**src/rtl/pong_pkg.sv**
```systemverilog
// Shared pong display types: field widths, default background colour and
// the box arbiter state encoding. No ports.
package pong_pkg;

  localparam int         COORD_W  = 9;
  localparam int         COLOR_W  = 3;
  localparam logic [2:0] BG_COLOR = 3'b000;

  typedef enum logic [1:0] {
    IDLE,
    ERASE,
    DRAW
  } state_t;

endpackage

```
**src/rtl/box_draw_arbiter_rr_grant.sv**
```systemverilog
// rr_grant: combinational round-robin picker, searches from last+1 with wrap.
// Ports: req (requests), last (previous winner) -> grant (onehot), index, any.
module rr_grant #(
  parameter int N  = 4,
  parameter int LW = $clog2(N)
) (
  input  logic [N-1:0]  req,
  input  logic [LW-1:0] last,
  output logic [N-1:0]  grant,
  output logic [LW-1:0] index,
  output logic          any
);

  always_comb begin
    int          j;
    logic [LW-1:0] jl;
    grant = '0;
    index = '0;
    any   = 1'b0;
    j     = 0;
    jl    = '0;
    for (int k = 1; k <= N; k++) begin
      j  = (int'(last) + k) % N;
      jl = LW'(j);
      if (!any && req[jl]) begin
        any       = 1'b1;
        grant[jl] = 1'b1;
        index     = jl;
      end
    end
  end

endmodule

```
**src/rtl/box_draw_arbiter.sv**
```systemverilog
// Round-robin arbiter sharing the box drawer; optional erase of the previous
// box via `BOX_ERASE_EN. Ports: clock, reset_n, in_* requesters, m_*/out_* drawer, busy.
module box_draw_arbiter
  import pong_pkg::*;
#(
  parameter int                 NUM_REQ  = 4,
  parameter int                 COORD_W  = pong_pkg::COORD_W,
  parameter int                 COLOR_W  = pong_pkg::COLOR_W,
  parameter logic [COLOR_W-1:0] BG_COLOR = pong_pkg::BG_COLOR
) (
  input  logic                         clock,
  input  logic                         reset_n,
  input  logic [NUM_REQ-1:0]           in_valid,
  output logic [NUM_REQ-1:0]           in_ready,
  input  logic [NUM_REQ*COORD_W-1:0]   in_box_x,
  input  logic [NUM_REQ*COORD_W-1:0]   in_box_y,
  input  logic [NUM_REQ*COORD_W-1:0]   in_box_w,
  input  logic [NUM_REQ*COORD_W-1:0]   in_box_h,
  input  logic [NUM_REQ*COLOR_W-1:0]   in_box_color,
  output logic                         m_valid,
  input  logic                         m_ready,
  output logic [COORD_W-1:0]           out_box_x,
  output logic [COORD_W-1:0]           out_box_y,
  output logic [COORD_W-1:0]           out_box_w,
  output logic [COORD_W-1:0]           out_box_h,
  output logic [COLOR_W-1:0]           out_box_color,
  output logic                         busy
);

  localparam int LW = $clog2(NUM_REQ);

  typedef struct packed {
    logic [COORD_W-1:0] x;
    logic [COORD_W-1:0] y;
    logic [COORD_W-1:0] w;
    logic [COORD_W-1:0] h;
    logic [COLOR_W-1:0] c;
  } box_t;

  state_t              state;
  box_t                out_q;
  box_t                req_box [NUM_REQ];
  logic [LW-1:0]       last_grant;
  logic [LW-1:0]       g_q;
  logic [NUM_REQ-1:0]  pick_oh;
  logic [LW-1:0]       pick_idx;
  logic                pick_any;

`ifdef BOX_ERASE_EN
  box_t                cur_q;
  box_t                prev_q [NUM_REQ];
  logic [NUM_REQ-1:0]  has_prev;
`else
  logic                unused_bg;
  assign unused_bg = ^BG_COLOR;
`endif

  for (genvar i = 0; i < NUM_REQ; i++) begin : g_unpack
    assign req_box[i] = {
      in_box_x[i*COORD_W +: COORD_W],
      in_box_y[i*COORD_W +: COORD_W],
      in_box_w[i*COORD_W +: COORD_W],
      in_box_h[i*COORD_W +: COORD_W],
      in_box_color[i*COLOR_W +: COLOR_W]
    };
  end

  rr_grant #(
    .N  (NUM_REQ),
    .LW (LW)
  ) u_rr (
    .req   (in_valid),
    .last  (last_grant),
    .grant (pick_oh),
    .index (pick_idx),
    .any   (pick_any)
  );

  // Transfer happens in the grant cycle, so ready is combinational.
  assign in_ready = (state == IDLE) ? pick_oh : '0;
  assign busy     = (state != IDLE);

  assign out_box_x     = out_q.x;
  assign out_box_y     = out_q.y;
  assign out_box_w     = out_q.w;
  assign out_box_h     = out_q.h;
  assign out_box_color = out_q.c;

  always_ff @(posedge clock or negedge reset_n) begin
    if (!reset_n) begin
      state      <= IDLE;
      m_valid    <= 1'b0;
      out_q      <= '0;
      last_grant <= LW'(NUM_REQ - 1);
      g_q        <= '0;
`ifdef BOX_ERASE_EN
      cur_q      <= '0;
      has_prev   <= '0;
      for (int i = 0; i < NUM_REQ; i++)
        prev_q[i] <= '0;
`endif
    end else begin
      unique case (state)
        IDLE: begin
          if (pick_any) begin
            g_q     <= pick_idx;
            m_valid <= 1'b1;
`ifdef BOX_ERASE_EN
            cur_q <= req_box[pick_idx];
            if (has_prev[pick_idx]) begin
              state <= ERASE;
              out_q <= {prev_q[pick_idx].x,
                        prev_q[pick_idx].y,
                        prev_q[pick_idx].w,
                        prev_q[pick_idx].h,
                        BG_COLOR};
            end else begin
              state <= DRAW;
              out_q <= req_box[pick_idx];
            end
`else
            state <= DRAW;
            out_q <= req_box[pick_idx];
`endif
          end
        end
        ERASE: begin
`ifdef BOX_ERASE_EN
          if (m_ready) begin
            state <= DRAW;
            out_q <= cur_q;
          end
`else
          state   <= IDLE;
          m_valid <= 1'b0;
`endif
        end
        DRAW: begin
          if (m_ready) begin
            state      <= IDLE;
            m_valid    <= 1'b0;
            last_grant <= g_q;
`ifdef BOX_ERASE_EN
            prev_q[g_q]   <= cur_q;
            has_prev[g_q] <= 1'b1;
`endif
          end
        end
        default: begin
          state   <= IDLE;
          m_valid <= 1'b0;
        end
      endcase
    end
  end

endmodule
```
**config.mk**
```make
export PLATFORM = sky130hd
export DESIGN_NAME = box_draw_arbiter
export DESIGN_NICKNAME = d
export VERILOG_FILES = /design/src/rtl/pong_pkg.sv /design/src/rtl/box_draw_arbiter_rr_grant.sv /design/src/rtl/box_draw_arbiter.sv
export SDC_FILE = /design/constraint.sdc
export NUM_CORES = 1
export LEC_CHECK = 0
export BUFFER_PORTS_ARGS = -buffer_cell sky130_fd_sc_hd__buf_2
export CORE_UTILIZATION = 43
export CTS_CLUSTER_DIAMETER = 200
export DETAILED_ROUTE_END_ITERATION = 6
export GPL_ROUTABILITY_DRIVEN = 0
export PLACE_DENSITY = 0.93
export RECOVER_POWER = 100
export SLEW_MARGIN = 40
export SYNTH_ARGS = -nofsm -noshare
export SYNTH_HDL_FRONTEND = slang
export SYNTH_HIERARCHICAL = 1
export SYNTH_SLANG_ARGS = --single-unit
```
**constraint.sdc**
```tcl
create_clock -name clock -period 4 [get_ports clock]
set_input_delay 0.8 -clock clock [delete_from_list [all_inputs] [get_ports clock]]
set_output_delay 0.8 -clock clock [all_outputs]
set_load 0.05 [all_outputs]
```
After elaboration in Yosys (flattened, before gate mapping)
Index checks and enable logic that the tools add are counted.
Widths: inputs -> output; s select.
{ "word_totals": {"ff_bits": 46, "input_bits": 163, "out_inout_bits": 45, "word_cells": 82} }
{ "classes": {"n_addsub": 4, "order_cmp": 9, "n_eq_ne": 3, "n_mux": 38, "bitwise": 4, "reduce_logical": 15} }
{ "ops": {"columns": ["op", "count"], "rows": [
  ["$bmux 39 s2", 1],
  ["$mux 39", 2],
  ["$mux 4", 5],
  ["$mux 1", 14],
  ["$lt 2x3->1 const B", 4],
  ["$mux 2", 6],
  ["$or 4x4->4", 3],
  ["$bmux 1 s2", 4],
  ["$demux 1 s2", 4],
  ["$ge 2x1->1 const B", 4],
  ["$logic_and 1x1->1", 7],
  ["$reduce_and 2->1", 3],
  ["$add 2x1->2 const B", 2],
  ["$add 2x2->2 const B", 2],
  ["$ne 2x2->1 const B", 2],
  ["$pmux 2 s2", 1],
  ["$ge 3x3->1 const B", 1],
  ["$logic_not 1->1", 3],
  ["$not 2->3", 1],
  ["$eq 2x2->1 const B", 1],
  ["$logic_not 2->1", 1],
  ["$pmux 1 s2", 1],
  ["$reduce_bool 2->1", 1]
]} }

Longest topological paths before layout
Gate-level depths: netlist of the first run.
{ "depth": {"ltp_word": 17, "ltp_mapped": 12, "mapped_depth_nobuf": 8} }

By module
Netlist of the first run, hierarchy kept.
{ "modules_own_cells": {"columns": ["module", "instances", "cells_each", "area_per_inst_um2", "seq_area_each_um2"], "rows": [
  ["box_draw_arbiter", 1, 148, 2682.6, 1103.6],
  ["rr_grant", 1, 68, 525.5, 0.0]
]} }

Worst setup path after synthesis of the first run
No wires, ideal clock.
{ "synth_path": {"path_kind": "input-to-output", "start": "input port in_valid[0]", "end": "output port in_ready[0]", "arrival_ps": 2555, "t_required_ps": 3200, "slack_ps": 645, "stages": 5, "n_path_buf": 1, "cell_sequence": "buf_6 mux4_2 a211oi_4 a221o_1 nor2b_1"} }
{ "synth_between": {"elab_chain_len": 13, "word_cells_on_any_way": 25, "classes_between": "mux: 16; bitwise: 3; reduce/logical: 6"} }
{ "synth_rtl": {"columns": ["element", "line", "rtl"], "rows": [
  ["from (decl)", "box_draw_arbiter.sv:13", "input logic [NUM_REQ-1:0] in_valid,"],
  ["$bmux 1 s2", "box_draw_arbiter_rr_grant.sv:25", "if (!any && req[jl]) begin"],
  ["$mux 1 (not written as such)", "box_draw_arbiter_rr_grant.sv:25", null],
  ["$mux 1", "box_draw_arbiter_rr_grant.sv:25", null],
  ["$logic_not 1->1", "box_draw_arbiter_rr_grant.sv:25", null],
  ["$logic_and 1x1->1", "box_draw_arbiter_rr_grant.sv:25", null],
  ["$mux 1", "box_draw_arbiter_rr_grant.sv:25", null],
  ["$logic_not 1->1", "box_draw_arbiter_rr_grant.sv:25", null],
  ["$logic_and 1x1->1", "box_draw_arbiter_rr_grant.sv:25", null],
  ["$mux 1", "box_draw_arbiter_rr_grant.sv:25", null],
  ["$logic_not 1->1", "box_draw_arbiter_rr_grant.sv:25", null],
  ["$logic_and 1x1->1", "box_draw_arbiter_rr_grant.sv:25", null],
  ["$mux 4 *", "box_draw_arbiter_rr_grant.sv:25", null],
  ["via pick_oh[0]", "box_draw_arbiter.sv:45", "logic [NUM_REQ-1:0] pick_oh;"],
  ["$mux 4 *", "box_draw_arbiter.sv:80", "assign in_ready = (state == IDLE) ? pick_oh : '0;"],
  ["to (decl)", "box_draw_arbiter.sv:14", "output logic [NUM_REQ-1:0] in_ready,"]
]} }
Mark *: on every way through the listed nets, which the timed path passes. The rest lies on a longest branch. The select of a mux whose other input is x is not followed.

Worst setup path after layout of the first run
{ "layout_path": {"start": "register last_grant[0]", "end": "output port in_ready[3]"} }
{ "layout_between": {"elab_chain_len": 14, "word_cells_on_any_way": 49, "classes_between": "add/sub: 4; order compare: 8; mux: 24; bitwise: 3; reduce/logical: 10"} }
{ "layout_rtl": {"columns": ["element", "line", "rtl"], "rows": [
  ["from (decl)", "box_draw_arbiter.sv:43", "logic [LW-1:0] last_grant;"],
  ["from (signal assigned)", "box_draw_arbiter.sv:94", "last_grant <= LW'(NUM_REQ - 1);"],
  ["from (signal assigned)", "box_draw_arbiter.sv:142", "last_grant <= g_q;"],
  ["branches (longest 12 deep; another with $lt 2x3->1)", null, null],
  ["$mux 4 *", "box_draw_arbiter_rr_grant.sv:25", null],
  ["via pick_oh[3]", "box_draw_arbiter.sv:45", null],
  ["$mux 4 *", "box_draw_arbiter.sv:80", null]
]} }
Mark *: on every way through the listed nets, which the timed path passes. The select of a mux whose other input is x is not followed.

==> metrics.yaml, run 1 <==
final_layout:
  antennaDiodeCount: 0
  syn2layout_area_growth_pct: 32.3
  nets: 587
  n_fill_cell: 642
  drive_above_1_share_pct: 60.7
  multi_input_area_um2: 1880
  ff_latch_area_um2: 1100
  fin_cells: 516
sta:
  finalSetupTns_ns: 0
  finalSetupViolations: 0
  relSlewSlack_pct: -57.6
  skew_ns: 0.00416
  period_share_pct: 93.3
  worstMarginPinSlew_ns: 2.36
  rsz0062_at_grt: "no"
  fmax_mhz: 268
  slew_violations: 45
  final_hold_viol_count: 0
  period_minus_slack_ns: 3.73
  hold_ws_ns: 0.499
synth:
  synth_flop_cell: "dfrtp_1"
  syn_nets: 387
  synth_edf_count: 0
  yosysMostFrequentCell: "dfrtp_1"
  synth.avg_cell_area_um2: 14.9
  yosysWarnings: 6
  synth_top_cell_area_share_pct: 32.8
  synthCells: 216
  synth_commonest_cells: "dfrtp_1 (42), mux4_2 (40), mux2_2 (24)"
  synth_seq_cells: 44
  yosysTopAreaCell: "dfrtp_1"
  ys_types: 39
  synth_area_um2: 3210
  yosysSeqAreaShare_pct: 34.4
  ys_top_cells_by_area: "dfrtp_1 (33%), mux4_2 (28%), mux2_4 (8.9%), mux2_2 (8.4%), ha_1 (3.1%)"
  synth_async_sr_flop_share_pct: 100
grt:
  grt-ovfl-total: 0
  track_usage_pct: 21.4
  antenna_found_initial: 0
  grt_pass1_vias: 2732
  grt_max_degree: 45
  met3_usage_pct: 3.73
  grt_pass1_wl_um: 12600
  gr-usage-met1_pct: 23.4
  grt.busiest_layer: "met2"
  grt_util_met2_pct: 41.8
power_and_ir_drop:
  pwr-share-comb_pct: 71.0
  p_clk_share_pct: 7.2
  swShare_pct: 49.7
  power_leakage_nw: 1.92
  power.density_nw_per_um2: 922
  p_sw_mw: 1.95
  p_int_mw: 1.97
  ir_drop_v: 0.000504
  seq_power_share_pct: 21.7
  report.power.total_mw: 3.91
clock_network:
  htreeDepth: 2
  cts_tree: "yes"
  cts_sinks: 44
  clkLatencyLatePin_ns: 0.29
  cts_hold_buf: 0
  ctsResizeCount: 0
  numCtsBuffers: 5
  root_buffer: "clkbuf_8"
  clk_pin_slew_ns: 0.08
  post-cts-setup-buffers: 0
  clockBufferDepth: 2
detailed_routing:
  dr.pass1.iters: 6
  wl_per_cell_um: 16.6
  routed_wl_um: 8570
  dr.first_iter.drc_count: 112
  antenna_left: 0
  vias: 2746
  drcViolationCount: 0
  vias_per_cell: 5.32
worst_setup_path:
  crit_family: "flip-flops"
  cp.arrival_ns: 2.93
  required_ns: 3.20
  crit_chain: "inv_2, ha_1, mux2i_2, o21ai_1, a221o_1, nor2b_1, clkbuf_2"
  crit_type: "reg -> out"
  critPathBufInv: 2
  cp_max_fo: 17
  worst_path_max_delay_cell: "dfstp_2"
  end_kind: "primary output"
  start_kind: "register"
  max_stage_delay_ns: 0.75
min_path:
  holdCritPathClass: "reg -> reg"
place:
  io_buffer_count: 207
  dpl.cell_count: 508
  dpl.hpwl_um: 6890
die:
  start_util_pct: 44.5
  core_area_um2: 7210
  ioPinCount: 208
  fp.dieW_um: 88.4
  die_area_um2: 7810
  rows: 31
  die_y_um: 88.4
status:
  violations: "capacitance limit, slew limit"
  status: "finished with violations"
job:
  drv.max_cap_violation_count: 1
cell families after synthesis:
group	Yosys count	synth area share, %
flip-flops	44	34.4
buffers and inverters	23	4.95
AO/OA/AOI/OAI	25	6.36
adder cells (fa/ha/maj)	8	3.12
AND/OR/NAND/NOR	30	4.45
multiplexers	86	46.7
sequential cells by signal, indices dropped and copies added (netlist names):
register,count
g_q,2
last_grant,2
m_valid,1
out_box_color,3
out_box_h,9
out_box_w,9
out_box_x,9
out_box_y,9
final cells by class:
cell class	count	area share [%]
Sequential cell	44	26.0
Tap cell	99	2.92
Timing Repair Buffer	212	24.3
Clock buffer	6	1.95
Inverter	4	0.354
Clock inverter	2	0.236
Multi-Input combinational cell	149	44.2
worst paths after layout:
check                                 start               end  slack (ns)  cells past startpoint
setup reg to reg              last_grant[0]      out_box_w[1]        0.41                      8
hold / removal             out_box_color[1]  out_box_color[1]        0.50                      1
min in group asynchronous           reset_n      out_box_y[6]        1.22                      1
max in group asynchronous           reset_n  out_box_color[2]        1.43                      1
hold reg to reg            out_box_color[1]  out_box_color[1]        0.50                      1
setup / recovery              last_grant[0]       in_ready[3]        0.27                      7
per-layer routing:
layer / wire (µm) / part of all wire [%] / up-vias
li1: - / - / 1248
met1: 3150 / 37 / 1334
met2: 4690 / 55 / 152
met3: 573 / 6.7 / 12
met4: 162 / 1.9 / 0
met5: 0 / 0 / -
metrics by stage:
| stage | cell area [µm²] | util [%] | setup WS (ns) |
|---|---|---|---|
| after detailed placement | 4290 | 59.4 | 0.622 |
| after global placement | 4280 | 59.4 | 0.716 |
| final | 4250 | 58.8 | 0.268 |
| after CTS | 4380 | 60.7 | 0.333 |
| after global routing | 4250 | 58.8 | 0.104 |
| after floorplan | 3210 | - | 0.645 |
power groups by stage:
stage	Combinational (mW)	Sequential (mW)	Clock [mW]
after floorplan	1.79	1.54	0
after global placement	2.89	0.843	0
after detailed placement	2.99	0.856	0
after CTS	2.99	0.850	0.300
after global routing	2.97	0.882	0.308
final	2.78	0.850	0.284
cell usage in the layout (no fill, tap or decap), types with 3 or more instances in the layout:
cell,instances
buf_4,4
mux2_2,24
nor2_1,5
buf_2,161
a221o_1,4
clkbuf_1,43
nor2b_1,5
ha_1,8
clkbuf_8,6
mux4_2,40
nand2_1,13
inv_1,3
dfrtp_1,42
o21ai_1,5
mux2_1,18
clkbuf_2,3
worst reg2reg max path: stages, from the launching register on:
cell and delay, ns:
dfstp_2 0.75, inv_2 0.16, ha_1 0.52, a221oi_1 0.10, a211oi_1 0.23, o22a_1 0.81, buf_12 0.27, mux4_2 0.32
mux2_1 0.31
Power figures use the tool's default switching activity.
==> run 2: changes to the inputs <==
- PLACE_DENSITY: 0.93 -> 0.9
==> run 2 against run 1 <==
Compared with the run above: the run still ends with capacitance limit, slew limit left; worst hold slack lost 0.0061 ns; sequential power barely moved; core utilization hardly changed; sequential share of layout area hardly changed; clock-buffer cell count rose by 1; largest cell class unchanged; largest power group unchanged.
==> metrics.yaml, run 2 (synthesis gave the netlist of run 1 again) <==
worst_setup_path:
  max_stage_delay_ns: 0.75  # about the same
  end_kind: "primary output"  # unchanged
  worst_path_max_delay_cell: "dfstp_2"  # unchanged
  crit_chain: "inv_2, ha_1, mux2i_4, o21ai_1, a221o_1, nor2b_1, clkbuf_2"  # was inv_2, ha_1, mux2i_2, o21ai_1, a221o_1, nor2b_1, clkbuf_2
  cp_max_fo: 17  # unchanged
  start_kind: "register"  # unchanged
  reg2reg_depth: 8  # unchanged
  crit_type: "reg -> out"  # unchanged
  required_ns: 3.20  # about the same
  cp.arrival_ns: 2.89  # was 2.93 ns
grt:
  track_usage_pct: 22.3  # was 21.4%
  grt_pass1_vias: 2773  # was 2,732
  antenna_found_initial: 0  # unchanged
  grt-ovfl-total: 0  # unchanged
  grt_pass1_wl_um: 13100  # was 12,600 µm
  grt_max_degree: 45  # unchanged
place:
  dpl.cell_count: 508  # unchanged
  dpl.hpwl_um: 7040  # was 6890 µm
  io_buffer_count: 207  # unchanged
clock_network:
  clkLatencyLatePin_ns: 0.30  # was 0.29 ns
  root_buffer: "clkbuf_8"  # unchanged
  cts_sinks: 44  # unchanged
  ctsResizeCount: 0  # unchanged
  clk_pin_slew_ns: 0.09  # was 0.08 ns
  htreeDepth: 2  # unchanged
  numCtsBuffers: 5  # unchanged
  cts_hold_buf: 0  # unchanged
  post-cts-setup-buffers: 0  # unchanged
  cts_tree: "yes"  # unchanged
  clockBufferDepth: 2  # unchanged
die:
  start_util_pct: 44.5  # unchanged
  rows: 31  # unchanged
  die_y_um: 88.4  # unchanged
  fp.dieW_um: 88.4  # unchanged
  core_area_um2: 7210  # unchanged
  die_area_um2: 7810  # unchanged
  ioPinCount: 208  # unchanged
status:
  violations: "capacitance limit, slew limit"  # unchanged
  status: "finished with violations"  # unchanged
detailed_routing:
  wl_per_cell_um: 17.0  # was 16.6 µm
  drcViolationCount: 0  # unchanged
  vias: 2749  # was 2,746
  dr.pass1.iters: 4  # was 6
  antenna_left: 0  # unchanged
  routed_wl_um: 8750  # was 8570 µm
  dr.first_iter.drc_count: 102  # was 112
  vias_per_cell: 5.33  # was 5.32
power_and_ir_drop:
  power_leakage_nw: 1.91  # was 1.92 nW
  ir_drop_v: 0.000392  # was 0.000504 V
  report.power.total_mw: 3.92  # was 3.91 mW
  power.density_nw_per_um2: 922  # about the same
final_layout:
  syn2layout_area_growth_pct: 32.4  # was 32.3%
  mostFrequentLayoutCell: "buf_2"  # unchanged
  drive_above_1_share_pct: 60.2  # was 60.7%
  nets: 587  # unchanged
  antennaDiodeCount: 0  # unchanged
  fin_cells: 516  # unchanged
  final_cell_mix: "buf_2 (161), clkbuf_1 (45), dfrtp_1 (42)"  # was buf_2 (161), clkbuf_1 (43), dfrtp_1 (42)
  final_util_pct: 58.9  # was 58.8%
sta:
  final_hold_viol_count: 0  # unchanged
  period_share_pct: 92.1  # was 93.3%
  rsz0062_at_grt: "no"  # unchanged
  skew_ns: 0.00880  # was 0.00416 ns
  period_minus_slack_ns: 3.69  # was 3.73 ns
  relSlewSlack_pct: -65.3  # was -57.6%
  worstMarginPinSlew_ns: 2.48  # was 2.36 ns
  finalSetupViolations: 0  # unchanged
  fmax_mhz: 271  # was 268 MHz
  slew_violations: 45  # unchanged
  finalSetupTns_ns: 0  # unchanged
min_path:
  holdCritPathClass: "reg -> reg"  # unchanged
  whs_path_depth: 1  # unchanged
job:
  drv.max_cap_violation_count: 1  # unchanged
run 2: cell count changes in the layout (fill, tap and decap cells not counted):
cell      before  now
clkbuf_1      43   45
clkbuf_8       6    5
clkinv_2       2    0
clkinv_4       0    1
mux2i_2        1    0
mux2i_4        0    1
run 2: where the power goes:
part / total [mW] / leakage, nW / switching, mW / internal (mW)
Sequential: 0.847 / 0.510 / 0.163 / 0.684
Clock: 0.280 / 0.0424 / 0.155 / 0.125
Combinational: 2.79 / 1.36 / 1.63 / 1.16
run 2: final timing paths:
kind	start	to	slack [ns]
max	last_grant[0]	in_ready[1]	0.31
min	out_box_h[6]	out_box_h[6]	0.49
max reg2reg	last_grant[0]	out_box_h[8]	0.32
min reg2reg	out_box_h[6]	out_box_h[6]	0.49
max in group asynchronous	reset_n	out_box_h[1]	1.34
min in group asynchronous	reset_n	out_box_y[6]	1.26
run 2: worst max-delay path, delay by kind of cell, from the launching register on:
| family | cells | cell delay, ns |
|---|---|---|
| simple gates | 1 | 0.13 |
| fa+ha+maj | 1 | 0.55 |
| buf+inv | 2 | 0.40 |
| compound gates | 2 | 0.35 |
| flops | 1 | 0.75 |
| mux | 1 | 0.39 |
run 2: final cells by class:
cell class                 instances  area [µm²]
clock buffer                       7        76.3
clock inverter                     1        8.76
fill                             646        2970
inverter                           4        15.0
multi-input combinational        149        1890
sequential                        44        1100
tap                               99         124
timing repair buffer             212        1030
run 2: metrics by stage:
stage / setup slack, ns / hold slack, ns / instance area (µm²)
after floorplan: 0.645 / 0.477 / 3210
after global placement: 0.694 / 0.485 / 4280
after detailed placement: 0.607 / 0.491 / 4290
after CTS: 0.335 / 0.509 / 4370
after global routing: 0.107 / 0.521 / 4250
final: 0.314 / 0.493 / 4250
run 2: metal layers:
layer  vias to the layer above  share of wire, %  global-route usage (%)
li1                       1244                 -                       -
met1                      1329                36                    24.8
met2                       162                54                    42.2
met3                        14               8.2                    4.66
met4                         0               1.7                    7.33
met5                         -                 0                       0
